File: config.mk
export PLATFORM = sky130hd
export DESIGN_NAME = uart_loopback_tester
export DESIGN_NICKNAME = d
export VERILOG_FILES = /design/src/rtl/uart_loopback_tester.sv
export SDC_FILE = /design/constraint.sdc
export NUM_CORES = 1
export LEC_CHECK = 0
export ABC_AREA = 0
export ABC_CLOCK_PERIOD_IN_PS = 4980
export BUFFER_PORTS_ARGS = -buffer_cell sky130_fd_sc_hd__buf_2
export CAP_MARGIN = 5
export CORE_MARGIN = 4
export CORE_UTILIZATION = 55
export DETAILED_ROUTE_END_ITERATION = 10
export PLACE_DENSITY_LB_ADDON = 0.2
export SKIP_CTS_REPAIR_TIMING = 1
export SYNTH_ARGS = -nofsm -noshare
export SYNTH_HDL_FRONTEND = slang
export SYNTH_SLANG_ARGS = --single-unit
File: constraint.sdc
create_clock -name clk -period 4.98 [get_ports clk]
set_input_delay 1.245 -clock clk [delete_from_list [all_inputs] [get_ports clk]]
set_output_delay 1.245 -clock clk [all_outputs]
set_load 0.005 [all_outputs]
File: src/rtl/uart_loopback_tester.sv
// UART loopback initiator/checker: sends seed+k one byte at a time (stop-and-wait),
// receives the echo, and counts mismatches, timeouts, framing errors and stray bytes.
module uart_loopback_tester #(
  parameter int unsigned CLKS_PER_BIT   = 868,
  parameter int unsigned NUM_BYTES      = 256,
  parameter int unsigned TIMEOUT_CYCLES = 32768
) (
  input  logic        clk,
  input  logic        rst,
  input  logic        start,
  input  logic [7:0]  seed,
  output logic        txd,
  input  logic        rxd,
  output logic        busy,
  output logic        done,
  output logic        pass,
  output logic [15:0] err_count
);

  localparam int unsigned BitW = $clog2(CLKS_PER_BIT);
  localparam int unsigned ToW  = (TIMEOUT_CYCLES > 1) ? $clog2(TIMEOUT_CYCLES) : 1;

  localparam logic [BitW-1:0] BitLast  = BitW'(CLKS_PER_BIT - 1);
  localparam logic [BitW-1:0] HalfLast = BitW'(CLKS_PER_BIT / 2 - 1);
  localparam logic [ToW-1:0]  ToLast   = ToW'(TIMEOUT_CYCLES - 1);
  localparam logic [15:0]     KLast    = 16'(NUM_BYTES - 1);

  typedef enum logic [2:0] {StIdle, StSend, StWait, StNext, StDone} state_e;
  typedef enum logic [1:0] {RxIdle, RxStart, RxData, RxStop} rx_state_e;

  state_e          state_q, state_d;
  logic [15:0]     k_q, k_d;
  logic [7:0]      seed_q, seed_d;
  logic [BitW-1:0] tx_cnt_q, tx_cnt_d;
  logic [3:0]      tx_bit_q, tx_bit_d;
  logic [ToW-1:0]  to_cnt_q, to_cnt_d;
  logic            echo_seen_q, echo_seen_d;
  logic [15:0]     err_q, err_d;
  logic            done_q, done_d;

  rx_state_e       rx_state_q, rx_state_d;
  logic            rx_meta_q, rx_sync_q, rx_prev_q;
  logic [BitW-1:0] rx_cnt_q, rx_cnt_d;
  logic [2:0]      rx_bits_q, rx_bits_d;
  logic [7:0]      rx_shift_q, rx_shift_d;
  logic            rx_valid_q, rx_valid_d;
  logic [7:0]      rx_data_q, rx_data_d;
  logic            rx_ferr_q, rx_ferr_d;

  logic [7:0]  cur_byte;
  logic [9:0]  frame;
  logic        slot_open;
  logic        start_ok;
  logic        fsm_err;
  logic        rx_err;
  logic [16:0] err_sum;

  assign cur_byte  = seed_q + k_q[7:0];
  assign frame     = {1'b1, cur_byte, 1'b0};
  assign slot_open = (state_q == StSend) || (state_q == StWait);
  assign start_ok  = start && ((state_q == StIdle) || (state_q == StDone));

  // Combinational from the async-reset state register, so reset forces idle-high at once.
  assign txd       = (state_q == StSend) ? frame[tx_bit_q] : 1'b1;
  assign busy      = (state_q == StSend) || (state_q == StWait) || (state_q == StNext);
  assign done      = done_q;
  assign pass      = done_q && (err_q == 16'd0);
  assign err_count = err_q;

  // Receiver: free-running, 8N1, start bit checked at mid-bit.
  always_comb begin
    rx_state_d = rx_state_q;
    rx_cnt_d   = rx_cnt_q + 1'b1;
    rx_bits_d  = rx_bits_q;
    rx_shift_d = rx_shift_q;
    rx_valid_d = 1'b0;
    rx_data_d  = rx_data_q;
    rx_ferr_d  = rx_ferr_q;
    unique case (rx_state_q)
      RxIdle: begin
        rx_cnt_d = '0;
        if (rx_prev_q && !rx_sync_q) rx_state_d = RxStart;
      end
      RxStart: begin
        if (rx_cnt_q == HalfLast) begin
          rx_cnt_d   = '0;
          rx_bits_d  = '0;
          rx_state_d = rx_sync_q ? RxIdle : RxData;
        end
      end
      RxData: begin
        if (rx_cnt_q == BitLast) begin
          rx_cnt_d   = '0;
          rx_shift_d = {rx_sync_q, rx_shift_q[7:1]};
          rx_bits_d  = rx_bits_q + 1'b1;
          if (rx_bits_q == 3'd7) rx_state_d = RxStop;
        end
      end
      RxStop: begin
        if (rx_cnt_q == BitLast) begin
          rx_valid_d = 1'b1;
          rx_data_d  = rx_shift_q;
          rx_ferr_d  = !rx_sync_q;
          rx_state_d = RxIdle;
        end
      end
      default: rx_state_d = RxIdle;
    endcase
  end

  // Main sequencer.
  always_comb begin
    state_d  = state_q;
    k_d      = k_q;
    seed_d   = seed_q;
    tx_cnt_d = tx_cnt_q;
    tx_bit_d = tx_bit_q;
    to_cnt_d = to_cnt_q;
    done_d   = done_q;
    fsm_err  = 1'b0;
    unique case (state_q)
      StIdle, StDone: begin
        if (start) begin
          state_d  = StSend;
          k_d      = '0;
          seed_d   = seed;
          tx_cnt_d = '0;
          tx_bit_d = '0;
          done_d   = 1'b0;
        end
      end
      StSend: begin
        to_cnt_d = '0;
        if (tx_cnt_q == BitLast) begin
          tx_cnt_d = '0;
          tx_bit_d = tx_bit_q + 1'b1;
          if (tx_bit_q == 4'd9) state_d = StWait;
        end else begin
          tx_cnt_d = tx_cnt_q + 1'b1;
        end
      end
      StWait: begin
        // An echo landing on the timeout cycle takes precedence over the timeout.
        if (echo_seen_q || rx_valid_q) begin
          state_d = StNext;
        end else if (to_cnt_q == ToLast) begin
          fsm_err = 1'b1;
          state_d = StNext;
        end else begin
          to_cnt_d = to_cnt_q + 1'b1;
        end
      end
      StNext: begin
        tx_cnt_d = '0;
        tx_bit_d = '0;
        if (k_q == KLast) begin
          state_d = StDone;
          done_d  = 1'b1;
        end else begin
          k_d     = k_q + 16'd1;
          state_d = StSend;
        end
      end
      default: state_d = StIdle;
    endcase
  end

  // Only the first byte in a slot is the echo; anything else is a stray byte.
  always_comb begin
    rx_err      = rx_valid_q &&
                  (!slot_open || echo_seen_q || rx_ferr_q || (rx_data_q != cur_byte));
    echo_seen_d = slot_open && (echo_seen_q || rx_valid_q);
    err_sum     = {1'b0, err_q} + 17'(rx_err) + 17'(fsm_err);
    if (start_ok)         err_d = '0;
    else if (err_sum[16]) err_d = 16'hFFFF;
    else                  err_d = err_sum[15:0];
  end

  always_ff @(posedge clk or posedge rst) begin
    if (rst) begin
      state_q     <= StIdle;
      k_q         <= '0;
      seed_q      <= '0;
      tx_cnt_q    <= '0;
      tx_bit_q    <= '0;
      to_cnt_q    <= '0;
      echo_seen_q <= 1'b0;
      err_q       <= '0;
      done_q      <= 1'b0;
    end else begin
      state_q     <= state_d;
      k_q         <= k_d;
      seed_q      <= seed_d;
      tx_cnt_q    <= tx_cnt_d;
      tx_bit_q    <= tx_bit_d;
      to_cnt_q    <= to_cnt_d;
      echo_seen_q <= echo_seen_d;
      err_q       <= err_d;
      done_q      <= done_d;
    end
  end

  always_ff @(posedge clk or posedge rst) begin
    if (rst) begin
      rx_meta_q  <= 1'b1;
      rx_sync_q  <= 1'b1;
      rx_prev_q  <= 1'b1;
      rx_state_q <= RxIdle;
      rx_cnt_q   <= '0;
      rx_bits_q  <= '0;
      rx_shift_q <= '0;
      rx_valid_q <= 1'b0;
      rx_data_q  <= '0;
      rx_ferr_q  <= 1'b0;
    end else begin
      rx_meta_q  <= rxd;
      rx_sync_q  <= rx_meta_q;
      rx_prev_q  <= rx_sync_q;
      rx_state_q <= rx_state_d;
      rx_cnt_q   <= rx_cnt_d;
      rx_bits_q  <= rx_bits_d;
      rx_shift_q <= rx_shift_d;
      rx_valid_q <= rx_valid_d;
      rx_data_q  <= rx_data_d;
      rx_ferr_q  <= rx_ferr_d;
    end
  end

endmodule

-- After elaboration in Yosys (flattened, before gate mapping)
Index checks and enable logic that the tools add are counted.
- bits in registers: 110
- add/subtract/negate cells: 9
- order comparisons: 1
- equality and inequality tests: 28
- mux-type cells: 45
- reduce and logical (&&, ||, !) cells: 33
- operator list (cell ; number):
    $mux 16 ; 4
    $pmux 10 s3 ; 2
    $mux 10 ; 4
    $pmux 16 s2 ; 1
    $mux 15 ; 2
    $pmux 15 s2 ; 1
    $mux 3 ; 8
    $add 10x1->10 const B ; 2
    $eq 10x10->1 const B ; 2
    $ne 2x2->1 const B ; 9
    $add 16x1->17 ; 1
    $add 17x1->17 ; 1
    $add 16x1->16 const B ; 1
    $eq 16x8->1 const B ; 1
    $logic_not 16->1 ; 1
    $add 15x1->15 const B ; 1
    $eq 15x15->1 const B ; 1
    $reduce_and 3->1 ; 5
    $mux 2 ; 6
    $pmux 3 s4 ; 1
    $pmux 4 s3 ; 1
    $eq 10x9->1 const B ; 1
    $mux 1 ; 9
    $add 8x8->8 ; 1
    other kinds (28) ; 50

-- Logic depth before layout (Yosys ltp)
Gate-level depths: netlist of run 1.
- word-level depth: 11
- depth in mapped cells: 16
- mapped depth without buffers: 16

-- Worst setup path before layout of run 1
No wires, ideal clock.
- path type: reg2reg
- start: register k_q[0]
- end: register err_q[10] (netlist: err_count[10])
- setup time: 0.078 ns
- data arrival time: 3.711 ns
- path slack: 1.191 ns
- stages on the path, launching flop included: 17
- clock period less this slack: 3.789 ns
- cell sequence: dfrtp_1 > ha_1 > fa_1 > a211oi_1 > nor2_1 > xor2_1 > xnor2_1 > o21ai_0 > o41ai_1 > fa_1 > inv_1 > ha_1 > nand4_1 > or3_1 > or2_2 > clkbuf_1 > a21oi_1
- word-level cells in the longest chain between the ends: 8
- RTL lines (what ; line ; text):
    start, declared ; 32 ; logic [15:0] k_q, k_d;
    start signal, assigned ; 192 ; k_q <= k_d;
    $add 8x8->8 ; 58 ; assign cur_byte = seed_q + k_q[7:0];
    $ne 8x8->1 ; 171 ; (!slot_open || echo_seen_q || rx_ferr_q || (rx_data_q != cur_byte));
    $logic_or 1x1->1 ; 171 ;
    $logic_and 1x1->1 ; 170 ; rx_err = rx_valid_q &&
    $add 16x1->17 ; 173 ; err_sum = {1'b0, err_q} + 17'(rx_err) + 17'(fsm_err);
    $add 17x1->17 ; 173 ;
    $mux 16 ; 175 ; else if (err_sum[16]) err_d = 16'hFFFF;
    $mux 16 ; 174 ; if (start_ok) err_d = '0;
    named net err_d[10] ; 38 ; logic [15:0] err_q, err_d;
    end signal, assigned ; 198 ; err_q <= err_d;
    end, declared ; 38 ;
The timed path passes the listed nets, and every way through them passes these cells.
A chain may end at the register's enable or synchronous reset.

-- Final worst setup path of run 1
- start: register k_q[0]
- end: register err_q[0] (netlist: err_count[0])
Same word-level chain as after synthesis.

==> metrics.csv, run 1 <==
stage,metric,value,unit
status,status,finished clean,
pwr,pwr dens,243,nW/um^2
sta,Hold WS,0.362,ns
sta,period utilisation layout,0.824,
hold_path,min-delay worst type,register to register,
logic_synthesis,Synth Register Bits,110,
logic_synthesis,asr flop ratio synth,1.00,
grt,antenna violations before repair,0,
cts,clock buffer count from CTS,9,
grt,Total GRT Usage,0.203,
worst_setup_path,critical path class,register to register,
cells_and_area,Fillers,898,
sta,fin. max-slew vios,0,
cells_and_area,Final Instance Area,6310,sq um
cells_and_area,Register Area,2760,sq um
cells_and_area,share of post-route cells with drive strength above 1,0.113,
detailed_routing,routed wl met2,5610,microns
detailed_routing,Routed Antenna Nets,0,
floorplanning,placement row count,37,
sta,maximum clock rate,244,MHz
detailed_routing,Starting DRT DRC Count,336,
worst_setup_path,CP endpoint kind,register,
logic_synthesis,"top cells by area, synth","dfrtp_1 (45%), nand2_1 (6.1%), xnor2_1 (4.9%)",
sta,final setup fails,0,
logic_synthesis,Synth Net Count,666,
floorplanning,Initial Util,0.568,
pwr,Sw Pwr,385,uW
pwr,Internal,1150,uW
detailed_routing,DRT Pass-1 Iters,5,
logic_synthesis,synth warn,0,
sta,Worst Max-Slew Pin Slew,1.12,ns
place,routability-driven placement congestion ratio,0.830,
place,Buffers on Ports,31,
logic_synthesis,Post-synth EDFFs,0,
grt,vias in the first global route,4437,
cts,TritonCTS clock tree,yes,
worst_setup_path,required time worst endpoint,5.28,ns
cts,CTS root buf,clkbuf_8,
sta,Slew headroom,0.254,
cts,maximum root-to-sink buffer count,2,
detailed_routing,via count,4432,
sta,Clock Skew,0.0120,ns
worst_setup_path,FF-to-FF setup slack,0.88,ns
place,DP HPWL,8270,microns
cts,H-tree depth,3,
worst_setup_path,CP startpoint kind,register,
detailed_routing,met1 WL,5610,microns
worst_setup_path,Critical Path Fanout Max,13,
place,Post-Place Worst Slack,0.899,ns
detailed_routing,DR WL/cell,14.8,microns
pwr,Clock power frac,0.341,
cells_and_area,area occupied by multi-input gates,2930,sq um
cts,Worst-path clk slew,0.10,ns
floorplanning,I/O Pins,32,
pwr,sequential power share,0.612,
pwr,P_leak,0.00282,uW
cells_and_area,number of diodes,0,
cells_and_area,Area growth syn-to-layout,7.10,%
detailed_routing,highest routed layer,met4,
detailed_routing,final WL,11700,microns
floorplanning,Die Wd,111,microns
pwr,Sw Share,0.251,
grt,first-pass GRT wire length,21200,microns
logic_synthesis,"Seq/Total Area, Yosys",0.468,
floorplanning,Die Ht,111,microns
sta,RSZ-0062 raised after global routing,false,
detailed_routing,Met3 Routed Length,315,microns
logic_synthesis,dominant synthesized flop cell,dfrtp_1,
detailed_routing,DRC violations left,0,
logic_synthesis,Yosys top cell area share,0.455,
sta,final hold vios,0,
place,DP Area,6120,sq um
logic_synthesis,Mapped Cells,635,
flow_run,Max-Cap Viols,0,
worst_setup_path,WP data arrival,4.41,ns
detailed_routing,DR vias/cell,5.60,
cts,CTS sink count,110,
pwr,Final Power,1530,uW
sta,final critical-path required period,4.10,ns
floorplanning,Die Area,12400,sq um
logic_synthesis,Mean Syn Cell Area,9.27,sq um
logic_synthesis,cell taking the most area after synthesis,dfrtp_1,
floorplanning,core area,10400,sq um
cts,Worst-Skew Late Latency,0.38,ns
grt,Overflow after GRT,0,
sta,Setup TNS,0,ns
pwr,Max VDD drop,0.337,mV
logic_synthesis,Synth Cell Area,5890,sq um
sta,worst setup margin,0.876,ns
grt,largest net degree at the start of global routing,86,
logic_synthesis,Netlist cell types,66,
cells_and_area,fin nets,682,
pwr,Combinational Power Share,0.047,
-- cell type report --
class | count | area share
clock inverter | 6 | 0.00793
sequential | 110 | 0.437
multi-input combinational | 475 | 0.465
clock buffer | 10 | 0.0218
inverter | 21 | 0.0129
timing repair buffer | 34 | 0.0282
tap | 136 | 0.0270
-- cells by family (layout without fill, tap and decap cells) --
logic type,Yosys count,count (layout),share of synthesized area
buf+inv,50,71,0.0338
flops,110,110,0.468
xor+xnor,61,61,0.0907
simple gates,278,278,0.224
mux,14,14,0.0259
fa+ha+maj,19,19,0.0429
compound gates,103,103,0.115
-- worst max-delay path: stages, from the launching register on --
cell and delay, ns:
dfrtp_1 0.43, ha_1 0.24, fa_1 0.41, a211oi_1 0.38, nor2_1 0.10, xor2_1 0.23, xnor2_1 0.09, o21ai_0 0.08
o41ai_1 0.12, fa_1 0.39, inv_1 0.07, ha_1 0.19, nand4_1 0.22, or3_1 0.45, or2_2 0.44, a21oi_1 0.18
-- cells in the mapped netlist (2+ instances only) --
cell type  instances
a22o_1             2
ha_1              17
and2_1             3
buf_1              3
and3_1             8
fa_1               2
or2_2              4
a211o_1            4
nor4_1             9
or4_1              2
a211oi_1           4
or3b_1             2
nand3b_1           3
o22ai_1            2
nor4bb_1           2
xor2_1            28
o211ai_1           5
mux2_2            10
dfrtp_1          107
nor4b_1            2
buf_2              3
xnor2_1           33
mux2i_1            4
o21ai_0           25
buf_4              2
nor2b_1            4
o2111ai_1          2
nand3_1           27
clkbuf_1          21
nor3b_1            5
o21bai_1           2
a21oi_1           30
inv_1             20
nand2b_1           2
o21a_1             3
a21o_1             3
nand2_1           96
dfstp_2            3
a31oi_1            3
nor2_1            71
or3_1              8
o31ai_1            5
nand4_1            8
nor3_1            14
-- power by group through the flow --
stage	logic, uW	clock network [uW]	registers (uW)
floorplan	57.5	0	948
global placement	70.6	0	955
detailed placement	74.1	0	956
CTS	74.4	545	939
global route	84.0	577	944
finish	71.9	522	939
-- metal layers --
| layer | track usage | vias up |
|---|---|---|
| li1 | - | 2213 |
| met1 | 0.277 | 2152 |
| met2 | 0.338 | 53 |
| met3 | 0.0332 | 14 |
| met4 | 0.0576 | 0 |
| met5 | 0 | - |
-- final timing paths --
path                           start      endpoint  cells after the start
min reg2reg                rx_meta_q     rx_sync_q                      0
max reg2reg                   k_q[0]  err_count[0]                     15
max in group asynchronous        rst   echo_seen_q                      3
max                           k_q[0]  err_count[0]                     15
min in group asynchronous        rst        k_q[8]                      2
min                        rx_meta_q     rx_sync_q                      0
-- state kept, by name (all words and copies together), names as in the netlist, 4 cells and up, named ones only --
register and cells:
err_count 16, k_q 16, to_cnt_q 15, rx_cnt_q 10, tx_cnt_q 10, rx_data_q 8, rx_shift_q 8, seed_q 8
tx_bit_q 4
-- through the flow --
stage / cells / util
finish: 792 / 0.608
global route: 792 / 0.608
CTS: 792 / 0.608
detailed placement: 776 / 0.590
global placement: 776 / 0.590
floorplan: 635 / -
-- placed cells by master (no fill, tap or decap), types with 5 or more instances in the layout --
master    instances
dfrtp_1         107
nand2_1          96
nor2_1           71
xnor2_1          33
buf_2            31
a21oi_1          30
xor2_1           28
nand3_1          27
o21ai_0          25
inv_1            19
ha_1             17
nor3_1           14
mux2_2           10
clkbuf_8         10
nor4_1            9
and3_1            8
or3_1             8
nand4_1           8
nor3b_1           5
o211ai_1          5
o31ai_1           5
(Power assumes the default switching activity.)
==> inputs of run 2 (changes only) <==
--- a/config.mk
+++ b/config.mk
@@ -6,7 +6,7 @@
 export NUM_CORES = 1
 export LEC_CHECK = 0
 export ABC_AREA = 0
-export ABC_CLOCK_PERIOD_IN_PS = 4980
+export ABC_CLOCK_PERIOD_IN_PS = 3700
 export BUFFER_PORTS_ARGS = -buffer_cell sky130_fd_sc_hd__buf_2
 export CAP_MARGIN = 5
 export CORE_MARGIN = 4
==> constraint.sdc (replaced) <==
create_clock -name clk -period 3.7 [get_ports clk]
set_input_delay 0.925 -clock clk [delete_from_list [all_inputs] [get_ports clk]]
set_output_delay 0.925 -clock clk [all_outputs]
set_load 0.005 [all_outputs]
==> run 2 against run 1 <==
Effect of this change:
- clock skew fell by 0.0030 ns
- non-clock buffer count grew 14
- first-iteration DRC count fell by 0.89%
- global-route usage up 0.26 points
- final area increased by 5.4%
- combinational power up 40%
- clock power is 59% higher
- flip-flop and latch count is the same
- count of clock-buffer cells in the layout up 1
- critical path type unchanged
- largest power group unchanged
==> metrics.csv, run 2 (synthesis results as in run 1) <==
stage,metric,value,unit,change
worst_setup_path,CP endpoint kind,register,,
pwr,pwr dens,330,nW/um^2,+36%
cts,TritonCTS clock tree,yes,,
pwr,Sw Pwr,513,uW,+33%
grt,Total GRT Usage,0.206,,+0.00259
sta,Clock Skew,0.00896,ns,-0.00303 ns
hold_path,min-delay worst type,register to register,,
sta,final hold vios,0,,unchanged
sta,maximum clock rate,279,MHz,+14%
grt,largest net degree at the start of global routing,111,,+29%
worst_setup_path,Critical Path Fanout Max,3,,-10
cts,CTS sink count,110,,unchanged
detailed_routing,DRT Pass-1 Iters,5,,unchanged
cts,Worst-path clk slew,0.10,ns,about the same
pwr,Final Power,2190,uW,+43%
floorplanning,Initial Util,0.568,,unchanged
detailed_routing,via count,4555,,+2.8%
cells_and_area,Fillers,882,,-1.8%
place,DP Area,6220,sq um,+1.7%
pwr,Clock power frac,0.378,,+0.037
worst_setup_path,Crit path max-delay family,adder cells,,
sta,RSZ-0062 raised after global routing,true,,
detailed_routing,DR WL/cell,15.2,microns,+2.8%
worst_setup_path,Critical Path Most Common Cell,fa_2,,
detailed_routing,DRC violations left,0,,unchanged
pwr,sequential power share,0.576,,-0.036
cells_and_area,number of diodes,0,,unchanged
cells_and_area,most frequent cells in the layout,"dfrtp_1 (106), nand2_1 (95), nor2_1 (71)",,
cts,H-tree depth,3,,unchanged
floorplanning,placement row count,37,,unchanged
grt,vias in the first global route,4566,,+2.9%
sta,period utilisation layout,0.970,,+0.146
pwr,Internal,1680,uW,+46%
grt,Overflow after GRT,0,,unchanged
cells_and_area,Area growth syn-to-layout,12.9,%,
cells_and_area,Final Instance Area,6650,sq um,+5.4%
flow_run,Max-Cap Viols,0,,unchanged
place,routability-driven placement congestion ratio,0.845,,+1.8%
pwr,P_leak,0.00295,uW,+4.5%
worst_setup_path,CP peak stage delay,0.43,ns,-0.02 ns
cells_and_area,"commonest non-fill, non-tap cell in the layout",dfrtp_1,,
sta,Slew headroom,0.483,,+0.228
grt,antenna violations before repair,0,,unchanged
floorplanning,Die Ht,111,microns,unchanged
floorplanning,I/O Pins,32,,unchanged
sta,Setup TNS,0,ns,unchanged
pwr,Combinational Power Share,0.046,,about the same
floorplanning,Die Wd,111,microns,unchanged
grt,first-pass GRT wire length,21300,microns,+0.20%
cts,clock buffer count from CTS,9,,unchanged
place,DP HPWL,8320,microns,+0.67%
worst_setup_path,WP data arrival,3.84,ns,-0.57 ns
sta,Worst Max-Slew Pin Slew,0.773,ns,-0.345 ns
floorplanning,core area,10400,sq um,unchanged
sta,fin. max-slew vios,0,,unchanged
place,Buffers on Ports,31,,unchanged
detailed_routing,Starting DRT DRC Count,333,,-0.89%
cells_and_area,fin nets,697,,+2.2%
worst_setup_path,CP startpoint kind,register,,
cts,Worst-Skew Late Latency,0.39,ns,about the same
cts,CTS root buf,clkbuf_8,,
worst_setup_path,worst path cell trace,ha_2 -> fa_2 -> a211oi_2 -> buf_4 -> or2_2 -> nand3_1 -> o31a_1 -> o31ai_2 -> o41ai_4 -> fa_2 -> inv_2 -> ha_4 -> nand4_1 -> or3_4 -> buf_6 -> nor4b_4 -> nor3_2,,
worst_setup_path,critical path class,register to register,,
detailed_routing,final WL,12300,microns,+4.7%
sta,final critical-path required period,3.59,ns,-0.516 ns
pwr,Sw Share,0.234,,-0.0173
cts,maximum root-to-sink buffer count,2,,unchanged
sta,Hold WS,0.367,ns,+0.00561 ns
worst_setup_path,FF-to-FF setup slack,0.11,ns,-0.76 ns
detailed_routing,Routed Antenna Nets,0,,unchanged
pwr,Max VDD drop,0.441,mV,+31%
sta,final setup fails,0,,unchanged
worst_setup_path,Crit-path slowest cell,or3_4,,
status,status,finished clean,,
worst_setup_path,required time worst endpoint,3.95,ns,-1.33 ns
cells_and_area,share of post-route cells with drive strength above 1,0.168,,+0.0556
detailed_routing,DR vias/cell,5.64,,+0.86%
cells_and_area,final core utilization,0.641,,+0.0328
floorplanning,Die Area,12400,sq um,unchanged
worst_setup_path,worst path bufs/invs,3,,+2
==> run 2: cell types whose count changed in the layout (fill, tap and decap cells not counted), sizes merged <==
cell	before	now
buf	34	48
inv	24	22
clkinv	2	1
bufinv	0	2
or2	5	6
clkbuf	10	11
==> run 2: stage by stage <==
step / worst slack [ns] / std cells
after floorplan: 0.00381 / 635
after global placement: 0.0790 / 787
after detailed placement: -0.0506 / 787
after CTS: -0.163 / 803
after global routing: -0.0871 / 807
final: 0.112 / 807
==> run 2: power groups by stage <==
stage / combinational, uW / clock [uW] / sequential (uW)
final: 101 / 828 / 1260
after floorplan: 77.6 / 0 / 1280
after detailed placement: 103 / 0 / 1290
after global routing: 117 / 903 / 1270
after CTS: 104 / 852 / 1260
after global placement: 96.6 / 0 / 1280
==> run 2: worst paths after layout <==
path,start,end,depth (start not counted)
worst max register to register,seed_q[0],err_count[14],17
min in group asynchronous,rst,k_q[6],3
max in group asynchronous,rst,k_q[1],3
worst min register to register,rx_meta_q,rx_sync_q,0
worst min-delay path,rx_meta_q,rx_sync_q,0
worst max-delay path,seed_q[0],err_count[14],17
==> run 2: final cells by class <==
cell class / count / area [sq um] / area share
multi-input cells: 476 / 3110 / 0.468
flip-flops and latches: 110 / 2760 / 0.415
repair buffers: 48 / 299 / 0.0450
well taps: 136 / 170 / 0.0256
clock buffers: 11 / 141 / 0.0213
clock inverters: 5 / 86.3 / 0.0130
inverters: 21 / 82.6 / 0.0124
==> run 2: per-layer routing <==
layer / global-route usage / up-vias / share of wire
met4: 0.0624 / 0 / 0.014
met5: 0 / - / 0
met1: 0.270 / 2222 / 0.46
met3: 0.0560 / 19 / 0.036
li1: - / 2240 / -
met2: 0.336 / 74 / 0.49
